`config.mk`:
```
export PLATFORM = sky130hd
export DESIGN_NAME = qpsk_mapper_flat
export DESIGN_NICKNAME = d
export VERILOG_FILES = /design/src/rtl/wimax_pkg.sv /design/src/rtl/qpsk_mapper_if.sv /design/src/rtl/sym_fifo.sv /design/src/rtl/qpsk_mapper.sv /design/src/flat_wrapper.sv
export SDC_FILE = /design/constraint.sdc
export NUM_CORES = 1
export LEC_CHECK = 0
export ABC_AREA = 1
export BUFFER_PORTS_ARGS = -buffer_cell sky130_fd_sc_hd__clkbuf_2
export CAP_MARGIN = 20
export CORE_ASPECT_RATIO = 1.25
export CORE_MARGIN = 2
export CORE_UTILIZATION = 50
export CTS_CLUSTER_DIAMETER = 80
export DETAILED_ROUTE_END_ITERATION = 10
export GPL_TIMING_DRIVEN = 0
export PLACE_DENSITY = 0.69
export REMOVE_ABC_BUFFERS = 1
export SLEW_MARGIN = 10
export SYNTH_ARGS = -nofsm -noshare
export SYNTH_HDL_FRONTEND = slang
export SYNTH_HIERARCHICAL = 1
export SYNTH_SLANG_ARGS = --single-unit
```
`constraint.sdc`:
```
create_clock -name clk -period 4.01 [get_ports clk]
set_input_delay 1.0025 -clock clk [delete_from_list [all_inputs] [get_ports clk]]
set_output_delay 1.0025 -clock clk [all_outputs]
set_load 0.01 [all_outputs]
```
`src/rtl/wimax_pkg.sv`:
```
// Shared WiMAX PHY types and constants for the constellation mappers.
// Symbols are carried as signed Q1.15 I/Q pairs plus their position within the block.
package wimax_pkg;

    localparam int NCBPS_QPSK  = 192;
    localparam int NCPC        = 2;
    localparam int SYM_PER_BLK = NCBPS_QPSK / NCPC;
    localparam int IQ_W        = 16;
    localparam int SYM_IDX_W   = $clog2(SYM_PER_BLK);
    localparam int FIFO_DEPTH  = 2;
    localparam int FIFO_CNT_W  = $clog2(FIFO_DEPTH + 1);

    typedef logic signed [IQ_W-1:0] iq_t;
    typedef logic [SYM_IDX_W-1:0]   sym_idx_t;

    // round(32768/sqrt(2)): unit-energy QPSK in Q1.15
    localparam iq_t      QPSK_AMP     = 16'sh5A82;
    localparam sym_idx_t LAST_SYM_IDX = sym_idx_t'(SYM_PER_BLK - 1);

    typedef struct packed {
        iq_t      i;
        iq_t      q;
        sym_idx_t idx;
        logic     last;
    } qpsk_sym_t;

    typedef enum logic {
        PH_B0 = 1'b0,
        PH_B1 = 1'b1
    } bit_phase_e;

    function automatic iq_t qpsk_map_bit(input logic b);
        return b ? iq_t'(-QPSK_AMP) : QPSK_AMP;
    endfunction

endpackage

```
`src/rtl/qpsk_mapper_if.sv`:
```
// Bit-stream input and symbol output handshakes of the QPSK mapper.
// The mapper uses the slave view; the bit source / symbol sink uses the master view.
interface qpsk_mapper_if;
    import wimax_pkg::*;

    logic     data_in;
    logic     valid_in;
    logic     ready_out;
    iq_t      i_out;
    iq_t      q_out;
    sym_idx_t sym_index;
    logic     last_out;
    logic     valid_out;
    logic     ready_in;

    modport slave (
        input  data_in,
        input  valid_in,
        input  ready_in,
        output ready_out,
        output i_out,
        output q_out,
        output sym_index,
        output last_out,
        output valid_out
    );

    modport master (
        output data_in,
        output valid_in,
        output ready_in,
        input  ready_out,
        input  i_out,
        input  q_out,
        input  sym_index,
        input  last_out,
        input  valid_out
    );

endinterface

```
`src/rtl/sym_fifo.sv`:
```
// Small register FIFO of mapped symbols; head is read straight from the entry registers.
// Push when full and pop when empty are ignored.
module sym_fifo
    import wimax_pkg::*;
#(
    parameter int DEPTH = 2
) (
    input  logic                       clk,
    input  logic                       rst_n,
    input  logic                       push_i,
    input  qpsk_sym_t                  data_i,
    input  logic                       pop_i,
    output qpsk_sym_t                  head_o,
    output logic [$clog2(DEPTH+1)-1:0] count_o
);

    localparam int PTR_W = (DEPTH > 1) ? $clog2(DEPTH) : 1;
    localparam int CNT_W = $clog2(DEPTH + 1);

    qpsk_sym_t        mem_q [DEPTH];
    logic [PTR_W-1:0] wr_ptr_q;
    logic [PTR_W-1:0] rd_ptr_q;
    logic [CNT_W-1:0] count_q;
    logic             do_push;
    logic             do_pop;

    function automatic logic [PTR_W-1:0] ptr_inc(input logic [PTR_W-1:0] p);
        return (p == PTR_W'(DEPTH - 1)) ? '0 : p + 1'b1;
    endfunction

    assign do_push = push_i && (count_q != CNT_W'(DEPTH));
    assign do_pop  = pop_i && (count_q != '0);

    always_ff @(posedge clk or negedge rst_n) begin
        if (!rst_n) begin
            for (int i = 0; i < DEPTH; i++) begin
                mem_q[i] <= '0;
            end
        end else if (do_push) begin
            mem_q[wr_ptr_q] <= data_i;
        end
    end

    // Simultaneous push/pop keeps the count, so the pushed entry becomes head without a gap.
    always_ff @(posedge clk or negedge rst_n) begin
        if (!rst_n) begin
            wr_ptr_q <= '0;
            rd_ptr_q <= '0;
            count_q  <= '0;
        end else begin
            if (do_push) begin
                wr_ptr_q <= ptr_inc(wr_ptr_q);
            end
            if (do_pop) begin
                rd_ptr_q <= ptr_inc(rd_ptr_q);
            end
            case ({do_push, do_pop})
                2'b10:   count_q <= count_q + 1'b1;
                2'b01:   count_q <= count_q - 1'b1;
                default: count_q <= count_q;
            endcase
        end
    end

    assign head_o  = mem_q[rd_ptr_q];
    assign count_o = count_q;

endmodule

```
`src/rtl/qpsk_mapper.sv`:
```
// Serial bit to Gray-coded QPSK mapper: pairs bits {b0,b1} -> (I,Q), tags the symbol
// position within a 96-symbol block and decouples downstream backpressure with a 2-deep FIFO.
module qpsk_mapper
    import wimax_pkg::*;
(
    input  logic         clk,
    input  logic         resetN,
    qpsk_mapper_if.slave bus
);

    bit_phase_e            phase_q;
    logic                  b0_q;
    sym_idx_t              sym_cnt_q;
    logic [FIFO_CNT_W-1:0] fifo_count;
    qpsk_sym_t             fifo_head;
    qpsk_sym_t             push_sym;
    logic                  ready;
    logic                  in_fire;
    logic                  push;
    logic                  pop;

    // Only registered state here, so ready_in never reaches ready_out combinationally.
    assign ready   = !((phase_q == PH_B1) && (fifo_count == FIFO_CNT_W'(FIFO_DEPTH)));
    assign in_fire = bus.valid_in && ready;
    assign push    = in_fire && (phase_q == PH_B1);
    assign pop     = bus.valid_out && bus.ready_in;

    always_comb begin
        push_sym      = '0;
        push_sym.i    = qpsk_map_bit(b0_q);
        push_sym.q    = qpsk_map_bit(bus.data_in);
        push_sym.idx  = sym_cnt_q;
        push_sym.last = (sym_cnt_q == LAST_SYM_IDX);
    end

    always_ff @(posedge clk or negedge resetN) begin
        if (!resetN) begin
            phase_q   <= PH_B0;
            b0_q      <= 1'b0;
            sym_cnt_q <= '0;
        end else if (in_fire) begin
            case (phase_q)
                PH_B0: begin
                    b0_q    <= bus.data_in;
                    phase_q <= PH_B1;
                end
                default: begin
                    phase_q   <= PH_B0;
                    sym_cnt_q <= (sym_cnt_q == LAST_SYM_IDX) ? '0 : sym_cnt_q + 1'b1;
                end
            endcase
        end
    end

    sym_fifo #(
        .DEPTH (FIFO_DEPTH)
    ) u_sym_fifo (
        .clk     (clk),
        .rst_n   (resetN),
        .push_i  (push),
        .data_i  (push_sym),
        .pop_i   (pop),
        .head_o  (fifo_head),
        .count_o (fifo_count)
    );

    assign bus.ready_out = ready;
    assign bus.valid_out = (fifo_count != '0);
    assign bus.i_out     = fifo_head.i;
    assign bus.q_out     = fifo_head.q;
    assign bus.sym_index = fifo_head.idx;
    assign bus.last_out  = fifo_head.last;

endmodule
```
`src/flat_wrapper.sv`:
```
// flat-port wrapper written by rule: the top's interface ports become plain ports
module qpsk_mapper_flat import wimax_pkg::*;
  (clk, resetN, bus_data_in, bus_valid_in, bus_ready_in, bus_ready_out, bus_i_out, bus_q_out, bus_sym_index, bus_last_out, bus_valid_out);
  qpsk_mapper_if bus_i ();
  input  logic clk;
  input  logic resetN;
  input wire logic [$bits(bus_i.data_in)-1:0] bus_data_in;
  input wire logic [$bits(bus_i.valid_in)-1:0] bus_valid_in;
  input wire logic [$bits(bus_i.ready_in)-1:0] bus_ready_in;
  output wire logic [$bits(bus_i.ready_out)-1:0] bus_ready_out;
  output wire logic [$bits(bus_i.i_out)-1:0] bus_i_out;
  output wire logic [$bits(bus_i.q_out)-1:0] bus_q_out;
  output wire logic [$bits(bus_i.sym_index)-1:0] bus_sym_index;
  output wire logic [$bits(bus_i.last_out)-1:0] bus_last_out;
  output wire logic [$bits(bus_i.valid_out)-1:0] bus_valid_out;
  assign bus_i.data_in = bus_data_in;
  assign bus_i.valid_in = bus_valid_in;
  assign bus_i.ready_in = bus_ready_in;
  assign bus_ready_out = bus_i.ready_out;
  assign bus_i_out = bus_i.i_out;
  assign bus_q_out = bus_i.q_out;
  assign bus_sym_index = bus_i.sym_index;
  assign bus_last_out = bus_i.last_out;
  assign bus_valid_out = bus_i.valid_out;
  qpsk_mapper u_core (.clk(clk), .resetN(resetN), .bus(bus_i));
endmodule
```
### After elaboration in Yosys (flattened, before gate mapping)

Cells that the tools add are included.

| cells by class | value |
|---|---|
| add/subtract/negate cells | 5 |
| $lt $le $gt $ge | 3 |
| equality and inequality tests | 5 |
| muxes and demuxes | 13 |
| bitwise gates (word level) | 3 |
| reduce and logical (&&, ||, !) cells | 12 |

Operators with widths:

| operator | number |
|---|---|
| $mux 40 | 4 |
| $bwmux 80 | 1 |
| $demux 40 s1 | 1 |
| $mux 16 | 2 |
| $add 7x1->7 const B | 1 |
| $eq 7x7->1 const B | 1 |
| $logic_and 1x1->1 | 7 |
| $mux 7 | 1 |
| $eq 2x2->1 const B | 2 |
| $ge 2x2->1 const B | 2 |
| $not 1->2 | 2 |
| $pmux 2 s2 | 1 |
| $reduce_and 2->1 | 2 |
| $reduce_bool 2->1 | 2 |
| $mux 1 | 3 |
| $add 1x1->1 const B | 2 |
| $add 2x1->2 const B | 1 |
| $eq 2x1->1 const B | 1 |
| $lt 2x1->1 const B | 1 |
| $ne 2x2->1 const B | 1 |
| $sub 2x1->2 const B | 1 |
| $logic_not 1->1 | 1 |
| $not 1->1 | 1 |

| storage, ports and cells | value |
|---|---|
| flip-flop bits (word level) | 93 |
| output and inout port bits | 42 |
| logic and storage cells | 55 |

### Logic depth before layout (Yosys ltp)

Gate-level depths: netlist of run 1.

| logic depth | value |
|---|---|
| depth after elaboration | 8 |
| depth in mapped cells | 11 |
| depth with buffers taken out | 10 |

### Hierarchy

Netlist of run 1, hierarchy kept.

Modules (own cells, without submodules):

| module | instances | cells an instance | area an instance (sq um) | seq. area each (sq um) |
|---|---|---|---|---|
| sym_fifo | 1 | 514 | 4038.9 | 2102.0 |
| qpsk_mapper | 1 | 66 | 516.7 | 225.2 |

### Worst setup path before layout of run 1

Ideal clock, no wire load.

| timing | value |
|---|---|
| kind | input -> register |
| start point | input bus_valid_in |
| end point | register u_core.u_sym_fifo.count_q[1] (netlist: u_core/u_sym_fifo/count_o[1]) |
| library setup time | 0.117 ns |
| arrival time | 2.176 ns |
| data required time | 3.893 ns |
| path slack | 1.717 ns |
| cell stages on the path | 10 |
| path buffers | 2 |
| path through | nand2_2 a21oi_4 buf_6 buf_2 nand2_1 ha_1 inv_1 nand3_1 nand2_1 nand2_1 |

| between the ends | value |
|---|---|
| longest elaborated chain between the ends | 5 |

RTL lines:

| element | RTL line | RTL |
|---|---|---|
| start, declared | flat_wrapper.sv:8 | `input wire logic [$bits(bus_i.valid_in)-1:0] bus_valid_in;` |
| $logic_and 1x1->1 * | qpsk_mapper.sv:24 | `assign in_fire = bus.valid_in && ready;` |
| $logic_and 1x1->1 * | qpsk_mapper.sv:25 | `assign push = in_fire && (phase_q == PH_B1);` |
| via u_core.push | qpsk_mapper.sv:19 | `logic push;` |
| $logic_and 1x1->1 * | sym_fifo.sv:31 | `assign do_push = push_i && (count_q != CNT_W'(DEPTH));` |
| $eq 2x1->1 / $eq 2x2->1 (equally long branches) | sym_fifo.sv:57 | `case ({do_push, do_pop})` |
| $pmux 2 s2 / $reduce_bool 2->1 (equally long branches) | -- |  |
| end signal, assigned | sym_fifo.sv:58 | `2'b10: count_q <= count_q + 1'b1;` |
| end signal, assigned | sym_fifo.sv:59 | `2'b01: count_q <= count_q - 1'b1;` |
| end signal, assigned | sym_fifo.sv:60 | `default: count_q <= count_q;` |
| end, declared | sym_fifo.sv:23 | `logic [CNT_W-1:0] count_q;` |

The timed path passes the listed nets; every way through them passes the cells marked *.
A chain may end at the register's enable or synchronous reset.

### Worst setup path in the final report of run 1

| timing | value |
|---|---|
| start point | register u_core.u_sym_fifo.rd_ptr_q |
| end point | output bus_last_out |

| between the ends | value |
|---|---|
| longest elaborated chain between the ends | 4 |

RTL lines:

| element | RTL line | RTL |
|---|---|---|
| start, declared | sym_fifo.sv:22 | `logic [PTR_W-1:0] rd_ptr_q;` |
| start signal, assigned | sym_fifo.sv:55 | `rd_ptr_q <= ptr_inc(rd_ptr_q);` |
| $not 1->2 (implied by the code) | sym_fifo.sv:65 | `assign head_o = mem_q[rd_ptr_q];` |
| $mux 40 (implied by the code) (3 in series) | sym_fifo.sv:65 |  |
| end, declared | flat_wrapper.sv:14 | `output wire logic [$bits(bus_i.last_out)-1:0] bus_last_out;` |

No other way between the ends. The select of a mux whose other input is x is not followed.

==> metrics.yaml, run 1 <==
grt_max_degree: 94
post-route-min-period_ns: 3.295
outcome: "finished clean"
critPathArrivalTime_ns: 2.29
power.static_leakage_nw: 2.783
tightest_slew_ns: 0.8853
cp-start-kind: "register"
syn_area_um2: 4556
fmax_ghz: 0.3035
grt_usage_pct: 21.11
r2r-start: "u_core/u_sym_fifo/count_o[0]"
cts_made_buffers: 9
fin_crit_sh_pct: 82.17
dp_hpwl_mm: 5.599
pwr-share-seq_pct: 42.2
fillers: 869
portBuffers: 46
drt_iter0_markers: 319
switching_share_pct: 45.75
criticalPathCategory: "register to output pin"
clk_latency_ns: 0.36
avgRoutedWirePerCell_um: 13.94
drive_gt1_share_pct: 13.34
cts_sinks: 93
grt_pass1_wl_mm: 16.84
crit_path_frequent_cell: "nand2_1"
die_x_um: 89.38
layout_commonest_cell: "nand2_1"
clockPowerShare_pct: 15.2
die_y_um: 110.7
place_congestion: 0.7418
final_max_slew_viol_count: 0
cpPeakStageDelay_ns: 0.95
synth-seq-cells: 93
final-seq-area_um2: 2330
synth_edf_count: 0
end_kind: "output pin"
dr.pass1.iters: 5
antenna_found_initial: 0
combPwrFrac_pct: 42.6
min_path_type: "register to register"
ys.flop_type: "dfrtp_1"
p_switching_mw: 1.897
slowest_stage: "dfrtp_2"
drv_cap: 0
routed_wl_mm: 10.13
ant_nets: 0
postCtsHoldBufs: 0
synth_cell_type_count: 25
finalNonFillerCells: 727
final_cell_mix: "nand2_1, dfrtp_1, nand4_1"
p_int_mw: 2.250
grt_pass1_vias: 3517
synth.avg_cell_area_um2: 7.855
setup_viol: 0
worst-r2r-setup-slack_ns: 1.43
core-area_um2: 8748
hold_path_depth: 2
placedInstanceArea_um2: 4812
die_area_um2: 9896
cts_resized: 0
hold_violations: 0
final_area_um2: 5011
reg2reg_to: "u_core/u_sym_fifo/mem_q[76]"
worstPathRequired_ns: 3.01
clockBufferDepth: 2
yosysWarnings: 6
fin_worst_skew_ns: 0.009376
p_total_mw: 4.147
hold_path.startpoint: "u_core/u_sym_fifo/mem_q[34]"
num_rows: 38
async_flop_share_pct: 100.0
peakVddDrop_mv: 0.6781
route.vias.total: 3859
timing.critical_path.fanout_max: 42
r2r_cells: 9
min_to: "u_core/u_sym_fifo/mem_q[34]"
overflow: 0
cts-htree-levels: 3
antenna_cells: 0
area_growth_syn_to_layout_pct: 9.997
syn_inst: 580
via_per_inst: 5.308
post_cts_buffers: 0
post-place-cells: 711
rsz0062_at_grt: "false"
clk_pin_slew_ns: 0.09
tritoncts: "built"
root_buffer: "clkbuf_8"
multiInputGateArea_um2: 1931
initial_utilization_pct: 52.07
ios: 47
seq_area_frac_synth_pct: 51.08
drc: 0
fin_nets: 609
worstPathCellList: "inv_2 -> nand2_1 -> nand2_1 -> clkbuf_2"
slew_headroom_pct: 40.98
powerDensity_nw_per_um2: 827.6
## power by group through the flow
| stage | Combinational [mW] | Sequential, mW | Clock [mW] |
|---|---|---|---|
| after floorplan | 1.16 | 1.64 | 0 |
| after global routing | 2.00 | 1.81 | 0.680 |
| after detailed placement | 1.79 | 1.77 | 0 |
| after global placement | 1.68 | 1.74 | 0 |
| final | 1.77 | 1.75 | 0.630 |
| after CTS | 1.79 | 1.75 | 0.647 |
## cell families (layout without fill, tap and decap cells)
logic type               Yosys count  count (layout)  share of synthesized area, %
flip-flops                        93              93                         51.08
AND/OR/NAND/NOR                  411             411                         39.25
XOR/XNOR                           2               2                        0.3846
adder cells (fa/ha/maj)            2               2                        0.5492
AO/OA/AOI/OAI                      7               7                         1.319
buffers and inverters             63              84                         7.251
other                              2               8                        0.1649
## worst max-delay path: cells and delay by family (launching register included)
family                 cells  cell delay (ns)
buffers and inverters      2             0.70
flip-flops                 1             0.95
AND/OR/NAND/NOR            2             0.27
## per-layer routing
layer / wire length [um] / part of all wire (%) / vias up / track usage, %
li1: - / - / 1923 / -
met1: 4737 / 47 / 1836 / 29.50
met2: 4856 / 48 / 92 / 33.53
met3: 433 / 4.3 / 8 / 2.532
met4: 107 / 1.1 / 0 / 7.562
met5: 0 / 0 / - / 0
## stage by stage
step / hold WS (ns) / setup slack [ns] / util, % / TNS [ns]
global route: 0.4943 / 0.5934 / 57.28 / 0
finish: 0.4760 / 0.7149 / 57.28 / 0
global placement: 0.4531 / -1.437 / 53.68 / -70.09
CTS: 0.4802 / 0.6900 / 57.28 / 0
floorplan: 0.4417 / 0.1656 / - / 0
detailed placement: 0.4585 / 0.8818 / 55.01 / 0
## synth_stat cells (2+ instances only)
library cell	n	area [um^2]
inv_2	2	7.510
buf_6	6	67.56
nand2_2	2	12.51
buf_2	24	120.1
ha_1	2	25.02
conb_1	2	7.510
buf_1	3	11.26
dfrtp_1	93	2327
nand3_1	10	50.05
clkbuf_1	7	26.28
buf_4	5	37.54
inv_1	16	60.06
o21ai_0	2	10.01
nor2_1	5	18.77
xnor2_1	2	17.52
nand4_1	82	513.0
nand2_1	308	1156
a21oi_2	2	17.52
## sequential cells by signal (all words and copies together), names as in the netlist
register and count:
u_core/u_sym_fifo/mem_q 80, u_core/u_sym_fifo/rd_ptr_q 1, u_core/b0_q 1, u_core/u_sym_fifo/count_o 2, u_core/phase_q 1, u_core/sym_cnt_q 7, u_core/u_sym_fifo/wr_ptr_q 1
## area by class of cell
cell class	count	area share, %
well taps	120	2.996
multi-input cells	430	38.53
clock buffers	9	2.472
repair buffers	50	6.667
clock inverters	7	1.498
inverters	18	1.348
flip-flops and latches	93	46.49
## how the worst max path moves through the flow
stage,from,end,depth (start not counted)
after floorplan,bus_valid_in,u_core/u_sym_fifo/mem_q[40],5
after global placement,bus_valid_in,u_core/u_sym_fifo/mem_q[45],6
after detailed placement,bus_valid_in,u_core/u_sym_fifo/mem_q[76],10
after CTS,u_core/u_sym_fifo/rd_ptr_q,bus_i_out[8],4
after global routing,u_core/u_sym_fifo/rd_ptr_q,bus_last_out,4
final,u_core/u_sym_fifo/rd_ptr_q,bus_last_out,4
Power figures use the tool's default switching activity.
==> inputs of run 2 (changes only) <==
Clock period 4.01 ns to 3.1 ns, I/O delays scaled along.
==> run 2 against run 1 <==
  * Global-route usage unchanged
  * Sequential share of layout area hardly changed
  * Wire length barely moved
  * Critical path depth stayed put
  * Worst hold slack lost 0.028 ns
  * Register-to-register slack worse by 0.91 ns
  * Final cell count unchanged
  * Setup slack worse by 0.49 ns
  * First-iteration DRC count is 3.4% higher
  * Sequential power up 30%
  * Utilization hardly changed
==> metrics.yaml, run 2 (synthesis results as in run 1) <==
outcome: "finished clean"  # unchanged
initial_utilization_pct: 52.07  # unchanged
num_rows: 38  # unchanged
pre_cts_slack_ns: 0.1993  # was 0.8818 ns
area_growth_syn_to_layout_pct: 10.05  # was 9.997%
largest_register_ffs: 80  # unchanged
layout_commonest_cell: "nand2_1"  # unchanged
p_total_mw: 5.362  # was 4.147 mW
place_congestion: 0.7418  # unchanged
fmax_ghz: 0.3474
cp-start-kind: "register"  # unchanged
critPathTopFamily: "buffers and inverters"  # was flip-flops
cts-htree-levels: 3  # unchanged
final_max_slew_viol_count: 0  # unchanged
clk_latency_ns: 0.36  # about the same
drive_gt1_share_pct: 13.34  # unchanged
portBuffers: 46  # unchanged
grt_usage_pct: 21.11  # unchanged
ant_nets: 0  # unchanged
min_path_type: "input pin to asynchronous set/reset pin"  # was register to register
slowest_stage: "dfrtp_4"  # was dfrtp_2
tritoncts: "built"  # unchanged
drc: 0  # unchanged
cpPeakStageDelay_ns: 0.70  # was 0.95 ns
core-area_um2: 8748  # unchanged
end_kind: "output pin"  # unchanged
die_x_um: 89.38  # unchanged
ios: 47  # unchanged
tightest_slew_ns: 0.8925  # was 0.8853 ns
overflow: 0  # unchanged
crit_path_frequent_cell: "nand2_1"  # unchanged
fin_nets: 609  # unchanged
power.static_leakage_nw: 2.783  # about the same
fin_crit_sh_pct: 92.86
rsz0062_at_grt: "false"  # unchanged
avgRoutedWirePerCell_um: 13.93  # was 13.94 um
top_register: "u_core/u_sym_fifo/mem_q"  # unchanged
setup_tns_ns: 0  # unchanged
route.vias.total: 3869  # was 3,859
dr.pass1.iters: 4  # was 5
antenna_cells: 0  # unchanged
critPathArrivalTime_ns: 2.10  # was 2.29 ns
post-route-min-period_ns: 2.879
worstPathCellList: "inv_2 -> nand2_1 -> nand2_1 -> clkbuf_2"  # unchanged
hold_violations: 0  # unchanged
powerDensity_nw_per_um2: 1070  # was 827.6 nW/um^2
peakVddDrop_mv: 0.8770  # was 0.6781 mV
timing.critical_path.fanout_max: 42  # unchanged
final_cell_mix: "nand2_1, dfrtp_1, nand4_1"  # unchanged
worstPathRequired_ns: 2.32  # was 3.01 ns
die_area_um2: 9896  # unchanged
setup_viol: 0  # unchanged
dp_hpwl_mm: 5.599  # unchanged
routed_wl_mm: 10.13  # about the same
die_y_um: 110.7  # unchanged
fin_worst_skew_ns: 0.009170  # was 0.009376 ns
grt_max_degree: 94  # unchanged
drt_iter0_markers: 330  # was 319
grt_pass1_wl_mm: 16.84  # unchanged
cp.buffers_inverters: 2  # unchanged
clk_pin_slew_ns: 0.09  # about the same
setup_slack_ns: 0.2212  # was 0.7149 ns
slew_headroom_pct: 40.50  # was 40.98%
cts_made_buffers: 9  # unchanged
drv_cap: 0  # unchanged
clockBufferDepth: 2  # unchanged
criticalPathCategory: "register to output pin"  # unchanged
via_per_inst: 5.322  # was 5.308
cts_sinks: 93  # unchanged
root_buffer: "clkbuf_8"  # unchanged
antenna_found_initial: 0  # unchanged
post_cts_buffers: 0  # unchanged
whs_ns: 0.4482  # was 0.4760 ns
grt_pass1_vias: 3517  # unchanged
## run 2: cell counts in the layout (fill, tap and decap cells not counted)
No cell type changed its count.
## run 2: report_power, final
group	total (mW)	internal, mW	switching [mW]
Combinational	2.28	0.806	1.48
Clock	0.813	0.375	0.437
Sequential	2.27	1.73	0.536
Total	5.36	2.91	2.45
## run 2: stage by stage
step	cell area [um^2]	util [%]	cells
2_1_floorplan	4315	-	541
3_3_place_gp	4696	53.68	707
3_5_place_dp	4812	55.01	711
4_1_cts	5011	57.28	727
5_1_grt	5014	57.31	727
6_report	5014	57.31	727
## run 2: area by class of cell
class / instances / area, um^2
fillers: 868 / 3735
flip-flops and latches: 93 / 2332
multi-input cells: 430 / 1931
repair buffers: 50 / 334.1
well taps: 120 / 150.1
clock buffers: 9 / 123.9
clock inverters: 7 / 75.07
inverters: 18 / 67.56
## run 2: what timing repair did
| action | in CTS | in global routing |
|---|---|---|
| gates resized for setup | 0 | 1 |
| setup endpoints to repair | 0 | 40 |
| hold buffers | 0 | 0 |
## run 2: worst paths after layout
kind | start | to | slack, ns | cells after the start
max | u_core/u_sym_fifo/rd_ptr_q | bus_last_out | 0.22 | 4
max in group asynchronous | resetN | u_core/u_sym_fifo/rd_ptr_q | 2.08 | 1
min reg2reg | u_core/u_sym_fifo/mem_q[34] | u_core/u_sym_fifo/mem_q[34] | 0.48 | 2
min in group clk | u_core/u_sym_fifo/mem_q[34] | u_core/u_sym_fifo/mem_q[34] | 0.48 | 2
min | resetN | u_core/u_sym_fifo/count_o[1] | 0.45 | 1
max reg2reg | u_core/u_sym_fifo/count_o[0] | u_core/u_sym_fifo/mem_q[76] | 0.52 | 9
## run 2: layer usage
| layer | GRT usage (%) | up-vias | wire length [um] | part of all wire [%] |
|---|---|---|---|---|
| met5 | 0 | - | 0 | 0 |
| met2 | 33.53 | 105 | 4905 | 48 |
| li1 | - | 1920 | - | - |
| met3 | 2.532 | 10 | 470 | 4.6 |
| met4 | 7.562 | 0 | 141 | 1.4 |
| met1 | 29.50 | 1834 | 4608 | 46 |
